## src/rtl/pipe_pkg.sv

```systemverilog
// Shared definitions for the elastic IF/ID pipeline stage.
//   if_id_beat_t : default-width beat (instruction, next PC, flush tag)
//   RV_NOP       : canonical RISC-V NOP (addi x0, x0, 0)
//   skid_state_e : occupancy of the two-entry skid buffer
package pipe_pkg;

    localparam int IF_INSTR_W = 32;
    localparam int IF_PC_W    = 32;

    localparam logic [31:0] RV_NOP = 32'h0000_0013;

    typedef struct packed {
        logic [IF_INSTR_W-1:0] instr;
        logic [IF_PC_W-1:0]    pc_next;
        logic                  flush_tag;
    } if_id_beat_t;

    typedef enum logic [1:0] {
        EMPTY = 2'd0,
        ONE   = 2'd1,
        FULL  = 2'd2
    } skid_state_e;

endpackage

```

## src/rtl/skid_buf.sv

```systemverilog
// Generic two-entry elastic buffer with valid/ready on both sides.
// The main entry drives the output; the skid entry absorbs the one beat
// that can arrive while the output is stalled, so in_ready_o can be a
// pure function of state and still sustain one beat per cycle.
//   clk, reset_n            : clock, asynchronous active-low reset
//   squash_i                : drop every held beat and any beat offered this cycle
//   in_valid_i/in_ready_o   : upstream handshake, in_data_i payload
//   out_valid_o/out_ready_i : downstream handshake, out_data_o payload
module skid_buf
    import pipe_pkg::*;
#(
    parameter int WIDTH = 8
) (
    input  logic             clk,
    input  logic             reset_n,
    input  logic             squash_i,
    input  logic             in_valid_i,
    output logic             in_ready_o,
    input  logic [WIDTH-1:0] in_data_i,
    output logic             out_valid_o,
    input  logic             out_ready_i,
    output logic [WIDTH-1:0] out_data_o
);

    skid_state_e      state_q, state_d;
    logic [WIDTH-1:0] main_q, skid_q;
    logic             up_fire, dn_fire;
    logic             load_main_up, load_main_skid, load_skid;

    always_ff @(posedge clk or negedge reset_n) begin
        if (!reset_n) begin
            state_q <= EMPTY;
        end else begin
            state_q <= state_d;
        end
    end

    always_comb begin
        up_fire        = in_valid_i && in_ready_o;
        dn_fire        = out_valid_o && out_ready_i;
        state_d        = state_q;
        load_main_up   = 1'b0;
        load_main_skid = 1'b0;
        load_skid      = 1'b0;
        case (state_q)
            EMPTY: begin
                if (up_fire) begin
                    state_d      = ONE;
                    load_main_up = 1'b1;
                end
            end
            ONE: begin
                if (up_fire && dn_fire) begin
                    load_main_up = 1'b1;
                end else if (up_fire) begin
                    state_d   = FULL;
                    load_skid = 1'b1;
                end else if (dn_fire) begin
                    state_d = EMPTY;
                end
            end
            FULL: begin
                // in_ready_o is low here, so only the drain can happen
                if (dn_fire) begin
                    state_d        = ONE;
                    load_main_skid = 1'b1;
                end
            end
            default: state_d = EMPTY;
        endcase
        // squash overrides everything, including a beat accepted this cycle
        if (squash_i) begin
            state_d        = EMPTY;
            load_main_up   = 1'b0;
            load_main_skid = 1'b0;
            load_skid      = 1'b0;
        end
    end

    // Payload registers carry no reset; validity lives entirely in state_q.
    always_ff @(posedge clk) begin
        if (load_main_up) begin
            main_q <= in_data_i;
        end else if (load_main_skid) begin
            main_q <= skid_q;
        end
        if (load_skid) begin
            skid_q <= in_data_i;
        end
    end

    always_comb begin
        in_ready_o  = (state_q != FULL);
        out_valid_o = (state_q != EMPTY);
        out_data_o  = main_q;
    end

endmodule

```

## src/rtl/pipe_stage_skid.sv

```systemverilog
// Elastic IF/ID pipeline register built on skid_buf. Packs instruction,
// next PC and flush tag into one payload, masks the outputs to a NOP
// bubble whenever nothing valid is presented, and counts downstream stall
// cycles (valid && !ready) in a saturating counter cleared only by reset.
//   clk, reset_n                      : clock, asynchronous active-low reset
//   up_valid/up_ready                 : upstream handshake (up_ready registered)
//   up_instr, up_pc_next, up_flush_tag: upstream beat
//   squash                            : kill all held beats
//   down_valid/down_ready             : downstream handshake
//   down_instr, down_pc_next, down_flush_tag : downstream beat or NOP/0/0
//   stall_cnt                         : saturating stall-cycle count
module pipe_stage_skid
    import pipe_pkg::*;
#(
    parameter int                 INSTR_W   = 32,
    parameter int                 PC_W      = 32,
    parameter logic [INSTR_W-1:0] NOP_INSTR = INSTR_W'(RV_NOP),
    parameter int                 CNT_W     = 16
) (
    input  logic               clk,
    input  logic               reset_n,
    input  logic               up_valid,
    output logic               up_ready,
    input  logic [INSTR_W-1:0] up_instr,
    input  logic [PC_W-1:0]    up_pc_next,
    input  logic               up_flush_tag,
    input  logic               squash,
    output logic               down_valid,
    input  logic               down_ready,
    output logic [INSTR_W-1:0] down_instr,
    output logic [PC_W-1:0]    down_pc_next,
    output logic               down_flush_tag,
    output logic [CNT_W-1:0]   stall_cnt
);

    // Same layout as if_id_beat_t, resized to the instance widths.
    typedef struct packed {
        logic [INSTR_W-1:0] instr;
        logic [PC_W-1:0]    pc_next;
        logic               flush_tag;
    } beat_t;

    localparam int BEAT_W = $bits(beat_t);

    beat_t            up_beat, dn_beat;
    logic             dn_valid;
    logic [CNT_W-1:0] stall_q, stall_d;

    function automatic logic [CNT_W-1:0] sat_inc(input logic [CNT_W-1:0] v);
        return (&v) ? v : v + CNT_W'(1);
    endfunction

    always_comb begin
        up_beat.instr     = up_instr;
        up_beat.pc_next   = up_pc_next;
        up_beat.flush_tag = up_flush_tag;
    end

    skid_buf #(
        .WIDTH (BEAT_W)
    ) u_buf (
        .clk         (clk),
        .reset_n     (reset_n),
        .squash_i    (squash),
        .in_valid_i  (up_valid),
        .in_ready_o  (up_ready),
        .in_data_i   (up_beat),
        .out_valid_o (dn_valid),
        .out_ready_i (down_ready),
        .out_data_o  (dn_beat)
    );

    always_comb begin
        down_valid     = dn_valid;
        down_instr     = dn_valid ? dn_beat.instr     : NOP_INSTR;
        down_pc_next   = dn_valid ? dn_beat.pc_next   : '0;
        down_flush_tag = dn_valid ? dn_beat.flush_tag : 1'b0;
    end

    always_comb begin
        stall_d = (dn_valid && !down_ready) ? sat_inc(stall_q) : stall_q;
    end

    always_ff @(posedge clk or negedge reset_n) begin
        if (!reset_n) begin
            stall_q <= '0;
        end else begin
            stall_q <= stall_d;
        end
    end

    assign stall_cnt = stall_q;

endmodule

```

## config.mk

```make
export PLATFORM = sky130hd
export DESIGN_NAME = pipe_stage_skid
export DESIGN_NICKNAME = d
export VERILOG_FILES = /design/src/rtl/pipe_pkg.sv /design/src/rtl/skid_buf.sv /design/src/rtl/pipe_stage_skid.sv
export SDC_FILE = /design/constraint.sdc
export NUM_CORES = 1
export LEC_CHECK = 0
export ABC_AREA = 1
export BUFFER_PORTS_ARGS = -buffer_cell sky130_fd_sc_hd__buf_4
export CAP_MARGIN = 15
export CORE_MARGIN = 5
export CORE_UTILIZATION = 58
export CTS_CLUSTER_DIAMETER = 150
export DETAILED_ROUTE_END_ITERATION = 6
export GPL_ROUTABILITY_DRIVEN = 0
export PLACE_DENSITY = 0.88
export SLEW_MARGIN = 20
export SYNTH_ARGS = -nofsm -noshare
export SYNTH_HDL_FRONTEND = slang
export SYNTH_SLANG_ARGS = --single-unit
```

## constraint.sdc

```tcl
create_clock -name clk -period 9.6 [get_ports clk]
set_input_delay 1.92 -clock clk [delete_from_list [all_inputs] [get_ports clk]]
set_output_delay 1.92 -clock clk [all_outputs]
set_load 0.02 [all_outputs]
```

==> results.yml <==
synth:
  synth-seq-cells: 148
  ys_warn_count: 0
  syn-num-nets: 716
  synth_area_per_cell_um2: 10.1
  ys_seq_area_frac: 0.672
  synth_cell_type_count: 24
  syn_area_um2: 6480
  synth_cells: 645
setup_path:
  critPathMaxStageDelay_ps: 540
  slowest_stage: "buf_4"
  critPathTopFamily: "buffers and inverters"
  worstSetupStartpointType: "flip-flop"
  crit_path_end_kind: "primary output"
  r2r-start: "u_buf.state_q[0]"
  crit_required_ps: 7680
  worstPathCellList: "nor2_4 -> buf_4 -> or2_2 -> buf_4"
  cp_common_cell: "buf_4"
  timing.critical_path.buf_inv: 2
  worstPathArrival_ps: 2060
  crit_start: "u_buf.state_q[0]"
  crit_type: "reg2out"
  cp_max_fo: 67
grt:
  grtUsageTotal: 0.209
  grt_pass1_wl_mm: 21.4
  overflow: 0
  grt_pass1_vias: 4528
  antenna_found_initial: 0
  grt_max_degree: 132
clocking:
  cts_root_buffer: "clkbuf_8"
  post_cts_buffers: 0
  hold_buffers: 0
  cts_resized: 0
  clock_path_buffers: 2
  cts_tree: "yes"
  clk_latency_ps: 510
  htreeDepth: 4
  clock_sinks: 148
  cts_made_buffers: 17
  path_clk_slew_ps: 60
sta:
  skew_ps: 8.13
  tns_ps: 0
  fin_ws_ps: 5620
  relSlewSlack: 0.430
  final_max_slew_viol_count: 0
  finalSetupViolCount: 0
  timing_hold_violations_final: 0
  worst_pin_slew_ps: 856
  max_freq_mhz: 252
  min_period_over_period: 0.414
  grt_setup_unrepaired: "false"
  fin_crit_ps: 3980
outcome:
  status: "finished clean"
placed_design:
  post-place-ws_ps: 5200
  portBuffers: 152
  post-dp-hpwl_mm: 9.20
routing:
  avgRoutedWirePerCell_um: 14.2
  dr.pass1.iters: 5
  wl_met1_mm: 5.19
  num_vias: 4621
  dr.max_layer_used: "met4"
  vias_per_cell: 4.87
  route.detailed.drc: 0
  wl_met3_mm: 1.15
  drt-initial-drc-count: 438
  ant_nets: 0
  wirelength_mm: 13.5
  dr_wl_met2_mm: 6.88
floorplan:
  io_pins: 153
  die_w_um: 116
  die_area_um2: 13400
  fp.dieH_um: 116
  start_util: 0.595
  rows: 38
  core-area_um2: 10900
run:
  drv_cap: 0
power:
  powerDensity_nw_per_um2: 197
  cellLeakagePower_nw: 3.88
  peakVddDrop_mv: 0.116
cells_and_area:
  num_antenna_cells: 0
  fin_nets: 867
  drive_above_1_share: 0.245
  areaGrowthSynthToFinish_pct: 27.5
worst_hold_path:
  min_from: "u_buf.skid_q[18]"
  min_path_type: "reg2reg"
[through the flow]
step / util / instances / hold slack (ps) / power [mW] / instance area [um2]
2_1_floorplan: - / 645 / 500 / 0.924 / 6480
3_3_place_gp: 0.709 / 917 / 506 / 1.03 / 7710
3_5_place_dp: 0.709 / 917 / 515 / 1.04 / 7710
4_1_cts: 0.759 / 949 / 529 / 1.64 / 8260
5_1_grt: 0.759 / 949 / 548 / 1.70 / 8270
6_report: 0.759 / 949 / 526 / 1.63 / 8270
[layer usage]
| layer | track usage | vias up |
|---|---|---|
| met3 | 0.0674 | 27 |
| li1 | - | 2331 |
| met1 | 0.244 | 2093 |
| met4 | 0.0905 | 0 |
| met5 | 0 | - |
| met2 | 0.355 | 170 |
[synth_stat cells]
| cell type | count | share of area |
|---|---|---|
| a21oi_1 | 1 | 0.00077 |
| o21ai_0 | 69 | 0.053 |
| nand2_1 | 139 | 0.080 |
| dfrtp_1 | 18 | 0.069 |
| nor2_1 | 84 | 0.049 |
| nand3_2 | 1 | 0.0015 |
| nand2_2 | 1 | 0.00097 |
| nor2_4 | 1 | 0.0017 |
| clkbuf_1 | 6 | 0.0035 |
| or2_2 | 4 | 0.0039 |
| buf_2 | 8 | 0.0062 |
| o211ai_2 | 1 | 0.0019 |
| nor3_1 | 2 | 0.0015 |
| nand4_1 | 6 | 0.0058 |
| ha_1 | 1 | 0.0019 |
| nand2_4 | 1 | 0.0017 |
| inv_1 | 144 | 0.083 |
| nor2_2 | 1 | 0.00097 |
| edfxtp_1 | 130 | 0.60 |
| nand3_1 | 7 | 0.0054 |
| o21ai_1 | 3 | 0.0023 |
| buf_4 | 7 | 0.0081 |
| buf_6 | 2 | 0.0035 |
| xnor2_1 | 8 | 0.011 |
[power by group]
group          total, mW  switching [mW]  internal [mW]
registers          0.764          0.0223          0.741
clock network      0.600           0.255          0.345
logic              0.264           0.163          0.101
total               1.63           0.440           1.19
[worst min-delay path, cell delays in order, from the launching register on]
cell,delay [ps]
edfxtp_1,320
nand2_1,40
o21ai_0,60
[cell families after synthesis]
family	synth area share
AOI/OAI and AO/OA	0.0583
xor gates and xnor gates	0.0108
buffers and inverters	0.105
DFF	0.672
and+or+nand+nor	0.153
adders and majority gates	0.00193
[path summary, 6_finish.rpt]
kind	endpoint	slack, ps	cells past startpoint
worst max-delay path	down_instr[4]	5620	4
worst min-delay path	u_buf.out_data_o[18]	530	2
worst max register to register	u_buf.out_data_o[33]	7040	4
worst min register to register	u_buf.out_data_o[18]	530	2
max in group asynchronous	u_buf.state_q[0]	8130	1
min in group asynchronous	stall_cnt[14]	1260	1
[state kept, by name, indices dropped and copies added (netlist names)]
name and flops:
u_buf.skid_q 65, u_buf.out_data_o 65, stall_cnt 16, u_buf.state_q 2
[cell type report]
cell class | instances | area (um2)
clock inverters | 14 | 131
repair buffers | 155 | 1170
fillers | 719 | 2620
multi-input cells | 330 | 1480
clock buffers | 18 | 418
well taps | 140 | 175
flip-flops and latches | 148 | 4350
inverters | 144 | 541
[placed cells by master (no fill, tap or decap), types with 2 or more instances in the layout]
| master | count |
|---|---|
| clkinvlp_4 | 6 |
| clkbuf_16 | 16 |
| nand4_1 | 6 |
| nand2_1 | 138 |
| inv_6 | 3 |
| dfrtp_1 | 18 |
| o21ai_0 | 69 |
| inv_1 | 144 |
| or2_2 | 4 |
| clkinv_4 | 3 |
| nand2_4 | 2 |
| xnor2_1 | 8 |
| nor2_1 | 82 |
| buf_4 | 154 |
| o21ai_1 | 3 |
| edfxtp_1 | 130 |
| nand3_1 | 7 |
| nor3_1 | 2 |
| nor2_4 | 3 |
Note: power is estimated with default switching activity, not from simulation.
